--- config.mk ---
export PLATFORM = sky130hd
export DESIGN_NAME = iobus_timer_responder
export DESIGN_NICKNAME = d
export VERILOG_FILES = /design/src/rtl/iobus_timer_responder.sv
export SDC_FILE = /design/constraint.sdc
export NUM_CORES = 1
export LEC_CHECK = 0
export ABC_AREA = 0
export CORE_UTILIZATION = 40
export CTS_CLUSTER_SIZE = 30
export DETAILED_ROUTE_END_ITERATION = 10
export PLACE_DENSITY = 0.7
export REMOVE_ABC_BUFFERS = 1
export SYNTH_ARGS = -nofsm -noshare
export SYNTH_HDL_FRONTEND = slang
export SYNTH_SLANG_ARGS = --single-unit
export TNS_END_PERCENT = 20
--- constraint.sdc ---
create_clock -name CLK -period 6.65 [get_ports CLK]
set_input_delay 0.9975 -clock CLK [delete_from_list [all_inputs] [get_ports CLK]]
set_output_delay 0.9975 -clock CLK [all_outputs]
set_load 0.01 [all_outputs]
--- src/rtl/iobus_timer_responder.sv ---
// IOBUS-mapped prescaled 32-bit down-counter timer with one-shot/auto-reload modes
// and a sticky expiry flag driving the CPU interrupt line.
module iobus_timer_responder #(
    parameter logic [31:0] BASE_ADDR  = 32'h1100_0100,
    parameter int unsigned PRESCALE_W = 16
) (
    input  logic        CLK,
    input  logic        RESET_N,
    input  logic [31:0] IOBUS_ADDR,
    input  logic [31:0] IOBUS_OUT,
    input  logic        IOBUS_WR,
    output logic [31:0] IOBUS_IN,
    output logic        IO_HIT,
    output logic        INTR
);

    typedef enum logic {
        IDLE = 1'b0,
        RUN  = 1'b1
    } state_e;

    localparam logic [2:0] OFF_CTRL     = 3'd0;
    localparam logic [2:0] OFF_PRESCALE = 3'd1;
    localparam logic [2:0] OFF_RELOAD   = 3'd2;
    localparam logic [2:0] OFF_COUNT    = 3'd3;
    localparam logic [2:0] OFF_STATUS   = 3'd4;

    state_e                  state_q, state_d;
    logic                    auto_reload_q, auto_reload_d;
    logic                    irq_en_q, irq_en_d;
    logic [PRESCALE_W-1:0]   prescale_q, prescale_d;
    logic [PRESCALE_W-1:0]   pre_cnt_q, pre_cnt_d;
    logic [31:0]             reload_q, reload_d;
    logic [31:0]             count_q, count_d;
    logic                    expired_q, expired_d;
    logic [31:0]             iobus_in_q, iobus_in_d;
    logic                    io_hit_q, io_hit_d;
    logic                    intr_q, intr_d;

    logic                    hit;
    logic                    wr_en;
    logic [2:0]              off;
    logic                    running;
    logic                    tick;
    logic [31:0]             rdata;
    logic                    unused_addr_bits;

    assign hit              = (IOBUS_ADDR[31:5] == BASE_ADDR[31:5]);
    assign wr_en            = hit & IOBUS_WR;
    assign off              = IOBUS_ADDR[4:2];
    assign running          = (state_q == RUN);
    assign tick             = running && (pre_cnt_q == prescale_q);
    assign unused_addr_bits = ^IOBUS_ADDR[1:0];

    // Read data always comes from pre-edge state, so same-edge writes are not visible.
    always_comb begin
        rdata = '0;
        case (off)
            OFF_CTRL:     rdata = {29'd0, irq_en_q, auto_reload_q, running};
            OFF_PRESCALE: rdata = 32'(prescale_q);
            OFF_RELOAD:   rdata = reload_q;
            OFF_COUNT:    rdata = count_q;
            OFF_STATUS:   rdata = {30'd0, running, expired_q};
            default:      rdata = '0;
        endcase
    end

    always_comb begin
        state_d       = state_q;
        auto_reload_d = auto_reload_q;
        irq_en_d      = irq_en_q;
        prescale_d    = prescale_q;
        pre_cnt_d     = pre_cnt_q;
        reload_d      = reload_q;
        count_d       = count_q;
        expired_d     = expired_q;

        if (running) begin
            pre_cnt_d = tick ? '0 : pre_cnt_q + PRESCALE_W'(1);
        end

        // W1C is applied before expiry so a coincident expiry keeps the flag set.
        if (wr_en && (off == OFF_STATUS) && IOBUS_OUT[0]) begin
            expired_d = 1'b0;
        end

        if (tick) begin
            if (count_q != 32'd0) begin
                count_d = count_q - 32'd1;
            end else begin
                expired_d = 1'b1;
                if (auto_reload_q) begin
                    count_d = reload_q;
                end else begin
                    state_d = IDLE;
                end
            end
        end

        // Bus writes come last so they override the counter/FSM updates above.
        if (wr_en) begin
            case (off)
                OFF_CTRL: begin
                    auto_reload_d = IOBUS_OUT[1];
                    irq_en_d      = IOBUS_OUT[2];
                    state_d       = IOBUS_OUT[0] ? RUN : IDLE;
                    if (IOBUS_OUT[0] && !running) begin
                        pre_cnt_d = '0;
                    end
                end
                OFF_PRESCALE: begin
                    prescale_d = IOBUS_OUT[PRESCALE_W-1:0];
                    pre_cnt_d  = '0;
                end
                OFF_RELOAD: reload_d = IOBUS_OUT;
                OFF_COUNT:  count_d  = IOBUS_OUT;
                default: ;
            endcase
        end

        iobus_in_d = hit ? rdata : '0;
        io_hit_d   = hit;
        intr_d     = expired_q & irq_en_q;
    end

    always_ff @(posedge CLK or negedge RESET_N) begin
        if (!RESET_N) begin
            state_q       <= IDLE;
            auto_reload_q <= 1'b0;
            irq_en_q      <= 1'b0;
            prescale_q    <= '0;
            pre_cnt_q     <= '0;
            reload_q      <= '0;
            count_q       <= '0;
            expired_q     <= 1'b0;
            iobus_in_q    <= '0;
            io_hit_q      <= 1'b0;
            intr_q        <= 1'b0;
        end else begin
            state_q       <= state_d;
            auto_reload_q <= auto_reload_d;
            irq_en_q      <= irq_en_d;
            prescale_q    <= prescale_d;
            pre_cnt_q     <= pre_cnt_d;
            reload_q      <= reload_d;
            count_q       <= count_d;
            expired_q     <= expired_d;
            iobus_in_q    <= iobus_in_d;
            io_hit_q      <= io_hit_d;
            intr_q        <= intr_d;
        end
    end

    assign IOBUS_IN = iobus_in_q;
    assign IO_HIT   = io_hit_q;
    assign INTR     = intr_q;

endmodule
==> Yosys cells after proc, flatten, opt, wreduce, memory -nomap -nowiden <==
Cells that the tools add are included.
{ "op_classes": {"n_reduce_logical": 10, "n_bitwise": 2, "shifts": 0, "n_mux": 21, "n_div": 0, "n_mul": 0, "magnitude_cmp": 0, "add_sub_neg": 2, "eq_ne": 6} }
{ "ops": {"columns": ["operator", "count"], "rows": [
  ["$mux 32", 6],
  ["$pmux 32 s5", 1],
  ["$mux 16", 4],
  ["$pmux 16 s2", 1],
  ["$reduce_bool 32->1", 1],
  ["$sub 32x1->32 const B", 1],
  ["$eq 27x24->1 const B", 1],
  ["$add 16x1->16 const B", 1],
  ["$eq 16x16->1", 1],
  ["$mux 1", 9],
  ["$eq 3x2->1 const B", 2],
  ["$reduce_and 2->1", 3],
  ["$logic_and 1x1->1", 4],
  ["$eq 3x1->1 const B", 1],
  ["$eq 3x3->1 const B", 1],
  ["$logic_not 3->1", 1],
  ["$and 1x1->1", 2],
  ["$logic_not 1->1", 1]
]} }
{ "totals": {"out_inout_bits": 34, "register_bits": 134, "ramBits": 0, "latchBits": 0, "n_memories": 0, "input_bits": 67, "wordCells": 52, "romBits": 0} }

==> Longest topological paths before layout <==
Gate-level depths: netlist of the first run.
{ "logic_depth": {"word_depth": 7, "mapped_depth": 10, "ltp_nobuf": 8} }

==> Worst setup path after synthesis of the first run <==
OpenSTA, ideal clock, no wires.
{ "synth_timing": {"path_type": "input to register", "from": "input port IOBUS_ADDR[10]", "to": "register reload_q[0]", "path_stages": 7, "required_ps": 6525, "path_slack_ps": 3732, "t_arrival_ps": 2793, "n_path_buf": 2, "setup_ps": 125, "path_cell_list": "nor4b_1 -> nand4_1 -> nor2_1 -> and3_1 -> clkbuf_1 -> buf_1 -> mux2_2"} }
{ "synth_via": {"elab_chain_cells": 3} }
{ "synth_rtl": {"columns": ["item", "line_no", "text"], "rows": [
  ["start: declaration", "9", "input logic [31:0] IOBUS_ADDR,"],
  ["$eq 27x24->1", "48", "assign hit = (IOBUS_ADDR[31:5] == BASE_ADDR[31:5]);"],
  ["named net hit", "40", "logic hit;"],
  ["$and 1x1->1", "49", "assign wr_en = hit & IOBUS_WR;"],
  ["$reduce_and 2->1 (no source line)", null, null],
  ["end signal: assignment", "145", "reload_q <= reload_d;"],
  ["end: declaration", "33", "logic [31:0] reload_q, reload_d;"]
]} }
The timed path passes the listed nets, and every way through them passes these cells.
A chain may end at the register's enable or synchronous reset.

==> Final worst setup path of the first run <==
{ "layout_timing": {"from": "register count_q[14]", "to": "register count_q[19]"} }
{ "layout_via": {"elab_chain_cells": 5, "elab_cells_between_ends": 6, "cone_classes": "add/sub (1); mux (4); reduce/logical (1)"} }
{ "layout_rtl": {"columns": ["item", "line_no", "text"], "rows": [
  ["start: declaration", "34", "logic [31:0] count_q, count_d;"],
  ["start signal: assignment", "146", "count_q <= count_d;"],
  ["$sub 32x1->32 / $reduce_bool 32->1 (equally long branches)", "89, 88", null],
  ["$mux 32 (*)", "88", "if (count_q != 32'd0) begin"],
  ["$mux 32 (*)", "87", "if (tick) begin"],
  ["$mux 32", "102", "case (off)"],
  ["$mux 32 (*)", "101", "if (wr_en) begin"],
  ["named net count_d[19]", "34", null]
]} }
The timed path passes the listed nets; every way through them passes the cells marked *.

==> impl_metrics.yaml, run 1 <==
outcome:
  outcome: "complete, no violations"
clock_network:
  clock_sinks: 134
  cts_tree: "done"
  clk_pin_slew_ps: 60
  ctsResizeCount: 0
  cts_buffer_depth: 2
  clkLatencyLatePin_ps: 430
  cts_htree_levels: 4
  holdBufCountCts: 0
  clockRootBuffer: "clkbuf_16"
  cts_buffers: 17
  post_cts_buffers: 0
timing:
  hold_violations: 0
  maxSlewHeadroom: 0.1839
  slew_violations: 0
  worst_pin_slew_ps: 1222
  fin_crit_sh: 0.5914
  fin_skew_ps: 8.504
  rsz0062_at_grt: "no"
  tns_ps: 0
  final-setup-viol-count: 0
  final_period_minus_worst_setup_slack_ps: 3933
  clock.fmax_ghz: 0.2543
detailed_routing:
  dr_total_vias: 6455
  drt_pass1_iterations: 5
  drc: 0
  routed_wl_um: 20870
  detail_route.wl_per_cell_um: 19.31
  vias_per_cell: 5.971
  drt_iter0_drc: 664
  ant_nets: 0
floorplan:
  rows: 48
  fp.coreArea_um2: 17480
  die_area_um2: 18580
  io_pins: 101
  die-width_um: 136.3
  initial_core_util: 0.4128
  die_h_um: 136.3
min_path:
  hold_depth: 1
  whs_endpoint: "INTR"
  min_from: "irq_en_q"
  hold_path_class: "reg -> reg"
finish:
  antenna_cells: 0
  design_area_um2: 9096
  syn_to_final_growth_pct: 26.08
  final_nets: 913
  drive_gt1_frac: 0.1121
synth:
  synth-seq-cells: 134
  synthTopCellsByArea: "dfrtp_1 46%, mux2_2 7.0%, nor2_1 4.4%, nand2_1 3.9%, a22oi_1 3.1%"
  yosysTopAreaCellShare: 0.4648
  synth_edf_count: 0
  yosysUniqueCellTypes: 62
  synth-async-reset-ratio: 1.000
  synthCells: 756
  synth_area_leader_cell: "dfrtp_1"
  synth_flop_cell: "dfrtp_1"
  synth_area_um2: 7214
  yosysWarnings: 0
  synth_area_per_cell_um2: 9.543
  ys_seq_area_frac: 0.4648
grt:
  grt_max_degree: 80
  grt_use_total: 0.2378
  antenna_found_initial: 0
  grt_overflow: 0
  grt_pass1_vias: 6187
  grt_pass1_wl_um: 33400
flow_run:
  maxCapViolCount: 0
power_and_ir_drop:
  p_leak_nw: 3.898
  ir_drop_uv: 175.0
  powerDensity_nw_per_um2: 224.9
placement:
  gp_congestion: 0.8702
  place_area_um2: 8423
  io_buffers: 98
  hpwl_um: 13960
setup_path:
  critical-path-top-delay-family: "simple AND/OR/NAND/NOR gates"
  r2r_slack_ps: 2720
  cp.arrival_ps: 4260
  crit_path_max_fanout: 15
  setup.worst_path.end_class: "register"
  path_cells: "or4_1 -> nor4_4 -> nand4_1 -> nor2_1 -> a221oi_1 -> o31ai_1"
  crit_type: "reg -> reg"
  worstReg2RegStart: "count_q[14]"
  slowest_delay_ps: 870
  worstPathRequired_ps: 6980
  reg2reg_depth: 6
  worstSetupPathDepth: 6
  cp-start-kind: "register"
  crit_path_top_delay_cell: "nor2_1"
  r2r-end: "count_q[19]"
  cp.buffers_inverters: 0
worst reg2reg max path, cell delays in order, from the launching register on:
cell and delay (ps):
dfrtp_1 460, or4_1 690, nor4_4 510, nand4_1 860, nor2_1 870, a221oi_1 210, o31ai_1 230
layout by cell type, fill, tap and decap left out, types with 18 or more instances in the layout:
| master | n |
|---|---|
| xor2_1 | 22 |
| a21oi_1 | 23 |
| nor3_1 | 18 |
| o21ai_0 | 41 |
| mux2_2 | 45 |
| dfrtp_1 | 134 |
| a22oi_1 | 30 |
| nand2_1 | 74 |
| nor2_1 | 85 |
| nand3_1 | 22 |
| clkdlybuf4s50_1 | 97 |
power by group:
group | internal, mW | switching (mW)
registers | 0.824 | 0.0135
clock network | 0.731 | 0.350
logic | 0.0607 | 0.0654
total | 1.62 | 0.429
sequential cells by signal, summed over array words and instances, names as in the netlist, 16 cells and up:
name and flops:
IOBUS_IN 32, count_q 32, reload_q 32, pre_cnt_q 16, prescale_q 16
worst max-delay path by stage:
| stage | from | slack (ps) | endpoint |
|---|---|---|---|
| finish | count_q[14] | 2720 | count_q[19] |
| floorplan | IOBUS_ADDR[4] | 3000 | reload_q[0] |
| global route | count_q[14] | 2540 | count_q[19] |
| CTS | count_q[14] | 2790 | count_q[19] |
| detailed placement | IOBUS_ADDR[10] | 2530 | reload_q[19] |
| global placement | IOBUS_ADDR[2] | 2560 | count_q[2] |
layer usage:
| layer | global-route usage | wire [um] | up-vias |
|---|---|---|---|
| li1 | - | - | 2955 |
| met1 | 0.3301 | 9439 | 3198 |
| met2 | 0.3675 | 9491 | 268 |
| met3 | 0.05257 | 1577 | 34 |
| met4 | 0.07593 | 363 | 0 |
| met5 | 0 | 0 | - |
cell families (layout without fill, tap and decap cells):
| kind of cell | Yosys count | after routing | share of synthesized area |
|---|---|---|---|
| fa+ha+maj | 3 | 3 | 0.005203 |
| compound gates | 168 | 168 | 0.1571 |
| flops | 134 | 134 | 0.4648 |
| xor+xnor | 33 | 33 | 0.04006 |
| mux | 61 | 61 | 0.09417 |
| buf+inv | 59 | 159 | 0.03260 |
| simple gates | 298 | 298 | 0.2060 |
final cells by class:
class                   count  area, um^2
clock buffers              23       478.0
clock inverters             9       195.2
fillers                  1583        8381
inverters                  17       63.81
multi-input cells         563        3640
flip-flops and latches    134        3353
well taps                 225       281.5
repair buffers            110        1085
per-stage QoR:
| stage | total power [mW] | setup slack (ps) | hold WS (ps) | utilization | instances |
|---|---|---|---|---|---|
| 2_1_floorplan | 0.8944 | 3003 | 467.4 | - | 714 |
| 3_3_place_gp | 0.9765 | 2563 | 505.1 | 0.4820 | 1049 |
| 3_5_place_dp | 0.9778 | 2529 | 510.9 | 0.4820 | 1049 |
| 4_1_cts | 2.053 | 2789 | 523.4 | 0.5205 | 1081 |
| 5_1_grt | 2.112 | 2536 | 541.7 | 0.5205 | 1081 |
| 6_report | 2.046 | 2717 | 515.8 | 0.5205 | 1081 |
cells in the mapped netlist, types with 16 or more instances:
| cell | count |
|---|---|
| clkbuf_1 | 31 |
| o21ai_0 | 41 |
| nand3_1 | 22 |
| xor2_1 | 22 |
| dfrtp_1 | 134 |
| nor2_1 | 85 |
| inv_1 | 17 |
| nand4_1 | 16 |
| nand2_1 | 74 |
| nor4_1 | 16 |
| a22oi_1 | 30 |
| mux2_2 | 45 |
| a21oi_1 | 23 |
| nor3_1 | 18 |
No activity file was read; power rests on OpenSTA's default activity.
==> run 2, diff against run 1 <==
==> constraint.sdc (replaced) <==
create_clock -name CLK -period 4 [get_ports CLK]
set_input_delay 0.6 -clock CLK [delete_from_list [all_inputs] [get_ports CLK]]
set_output_delay 0.6 -clock CLK [all_outputs]
set_load 0.01 [all_outputs]
==> run 2 against run 1 <==
Effect of this change: routed wire length shrank 0.16%; final cell count grew 0.83%; die area is the same; sequential power grew 66%; core utilization grew 0.29 points; combinational power grew 71%; global-route usage shrank 0.27 points; hold slack lost 290 ps; clock skew is essentially flat; design area grew 0.56%; critical endpoint is now count_q[25].
==> impl_metrics.yaml, run 2 (same netlist as run 1, synthesis figures left out) <==
finish:
  final_nets: 922
  antenna_cells: 0
  drive_gt1_frac: 0.1249
  syn_to_final_growth_pct: 26.79
  final_common_cell: "dfrtp_1"
  mostFrequentLayoutCells: "134 x dfrtp_1, 97 x clkdlybuf4s50_1, 85 x nor2_1"
detailed_routing:
  dr_total_vias: 6440
  routed_wl_um: 20840
  ant_nets: 0
  drt_pass1_iterations: 7
  drt_iter0_drc: 572
  detail_route.wl_per_cell_um: 19.12
  drc: 0
  vias_per_cell: 5.908
floorplan:
  die-width_um: 136.3
  rows: 48
  die_area_um2: 18580
  initial_core_util: 0.4128
  die_h_um: 136.3
  fp.coreArea_um2: 17480
  io_pins: 101
grt:
  grt_use_total: 0.2351
  antenna_found_initial: 0
  grt_pass1_vias: 6065
  grt_pass1_wl_um: 32930
  grt_overflow: 0
  grt_max_degree: 82
timing:
  hold_ws_ps: 222.2
  slew_violations: 0
  tns_ps: 0
  finalWorstSetupSlack_ps: 792.8
  fin_crit_sh: 0.8018
  fin_skew_ps: 8.082
  final_period_minus_worst_setup_slack_ps: 3207
  rsz0062_at_grt: "no"
  hold_violations: 0
  clock.fmax_ghz: 0.3118
  maxSlewHeadroom: 0.3994
  worst_pin_slew_ps: 898.3
  final-setup-viol-count: 0
clock_network:
  clockRootBuffer: "clkbuf_16"
  holdBufCountCts: 0
  cts_htree_levels: 4
  cts_buffers: 17
  clkLatencyLatePin_ps: 430
  clk_pin_slew_ps: 60
  cts_tree: "done"
  ctsResizeCount: 0
  clock_sinks: 134
  cts_buffer_depth: 2
  post_cts_buffers: 0
placement:
  io_buffers: 98
  post-place-ws_ps: 445.7
  gp_congestion: 0.8922
  hpwl_um: 14120
setup_path:
  r2r_slack_ps: 1020
  worstPathRequired_ps: 4290
  crit_path_max_fanout: 18
  setup.worst_path.end_class: "register"
  cp-start-kind: "input pin"
  crit_type: "in -> reg"
  cp.arrival_ps: 3500
min_path:
  hold_path_class: "in -> async"
power_and_ir_drop:
  power_frac_comb: 0.064
  swShare: 0.2197
  powerDensity_nw_per_um2: 368.1
  p_seq_frac: 0.413
  clock_power_share: 0.523
  p_switching_uw: 739.9
  ir_drop_uv: 253.4
  p_int_mw: 2.627
  p_leak_nw: 3.940
flow_run:
  maxCapViolCount: 0
outcome:
  outcome: "complete, no violations"
## run 2: cell count changes in the layout (fill, tap and decap cells not counted), sizes merged
cell	change
buf	+9
clkbuf	-3
clkinv	+3
bufinv	-1
clkinvlp	+1
## run 2: power groups by stage
stage	clock (mW)	combinational [mW]	sequential [mW]
after CTS	1.78	0.217	1.39
after floorplan	0	0.0764	1.41
after global routing	1.84	0.237	1.39
after global placement	0	0.213	1.41
after detailed placement	0	0.215	1.41
final	1.76	0.216	1.39
## run 2: final timing paths
| path | startpoint | depth (start not counted) | to |
|---|---|---|---|
| min in group CLK | irq_en_q | 1 | INTR |
| max | IOBUS_ADDR[4] | 6 | count_q[25] |
| max in group asynchronous | RESET_N | 2 | IOBUS_IN[30] |
| min | RESET_N | 1 | pre_cnt_q[15] |
| min reg2reg | irq_en_q | 1 | INTR |
| max reg2reg | count_q[14] | 7 | count_q[3] |
## run 2: per-layer routing
metal | wire length [um] | share of wire | GRT usage
met1 | 9209 | 0.44 | 0.3227
met3 | 1638 | 0.079 | 0.04922
met4 | 470 | 0.023 | 0.09506
met5 | 0 | 0 | 0
met2 | 9521 | 0.46 | 0.3601
## run 2: metrics by stage
stage / total power, mW / area [um^2] / util / instances
after floorplan: 1.487 / 7043 / - / 714
after global placement: 1.628 / 8482 / 0.4853 / 1058
after detailed placement: 1.630 / 8482 / 0.4853 / 1058
after CTS: 3.386 / 9148 / 0.5234 / 1090
after global routing: 3.468 / 9148 / 0.5234 / 1090
final: 3.367 / 9148 / 0.5234 / 1090
## run 2: cell type report
class                      instances  area (um^2)
clock buffer                      20        466.7
clock inverter                    12        198.9
fill                            1590         8329
inverter                          17        63.81
multi-input combinational        563         3631
sequential                       134         3353
tap                              225        281.5
timing repair buffer             119         1152
## run 2: worst max-delay path, stage by stage
cell and delay, ps:
clkdlybuf4s50_1 530, and3b_1 780, and2_1 240, nand3_1 640, nand2_1 550, o21ai_0 160
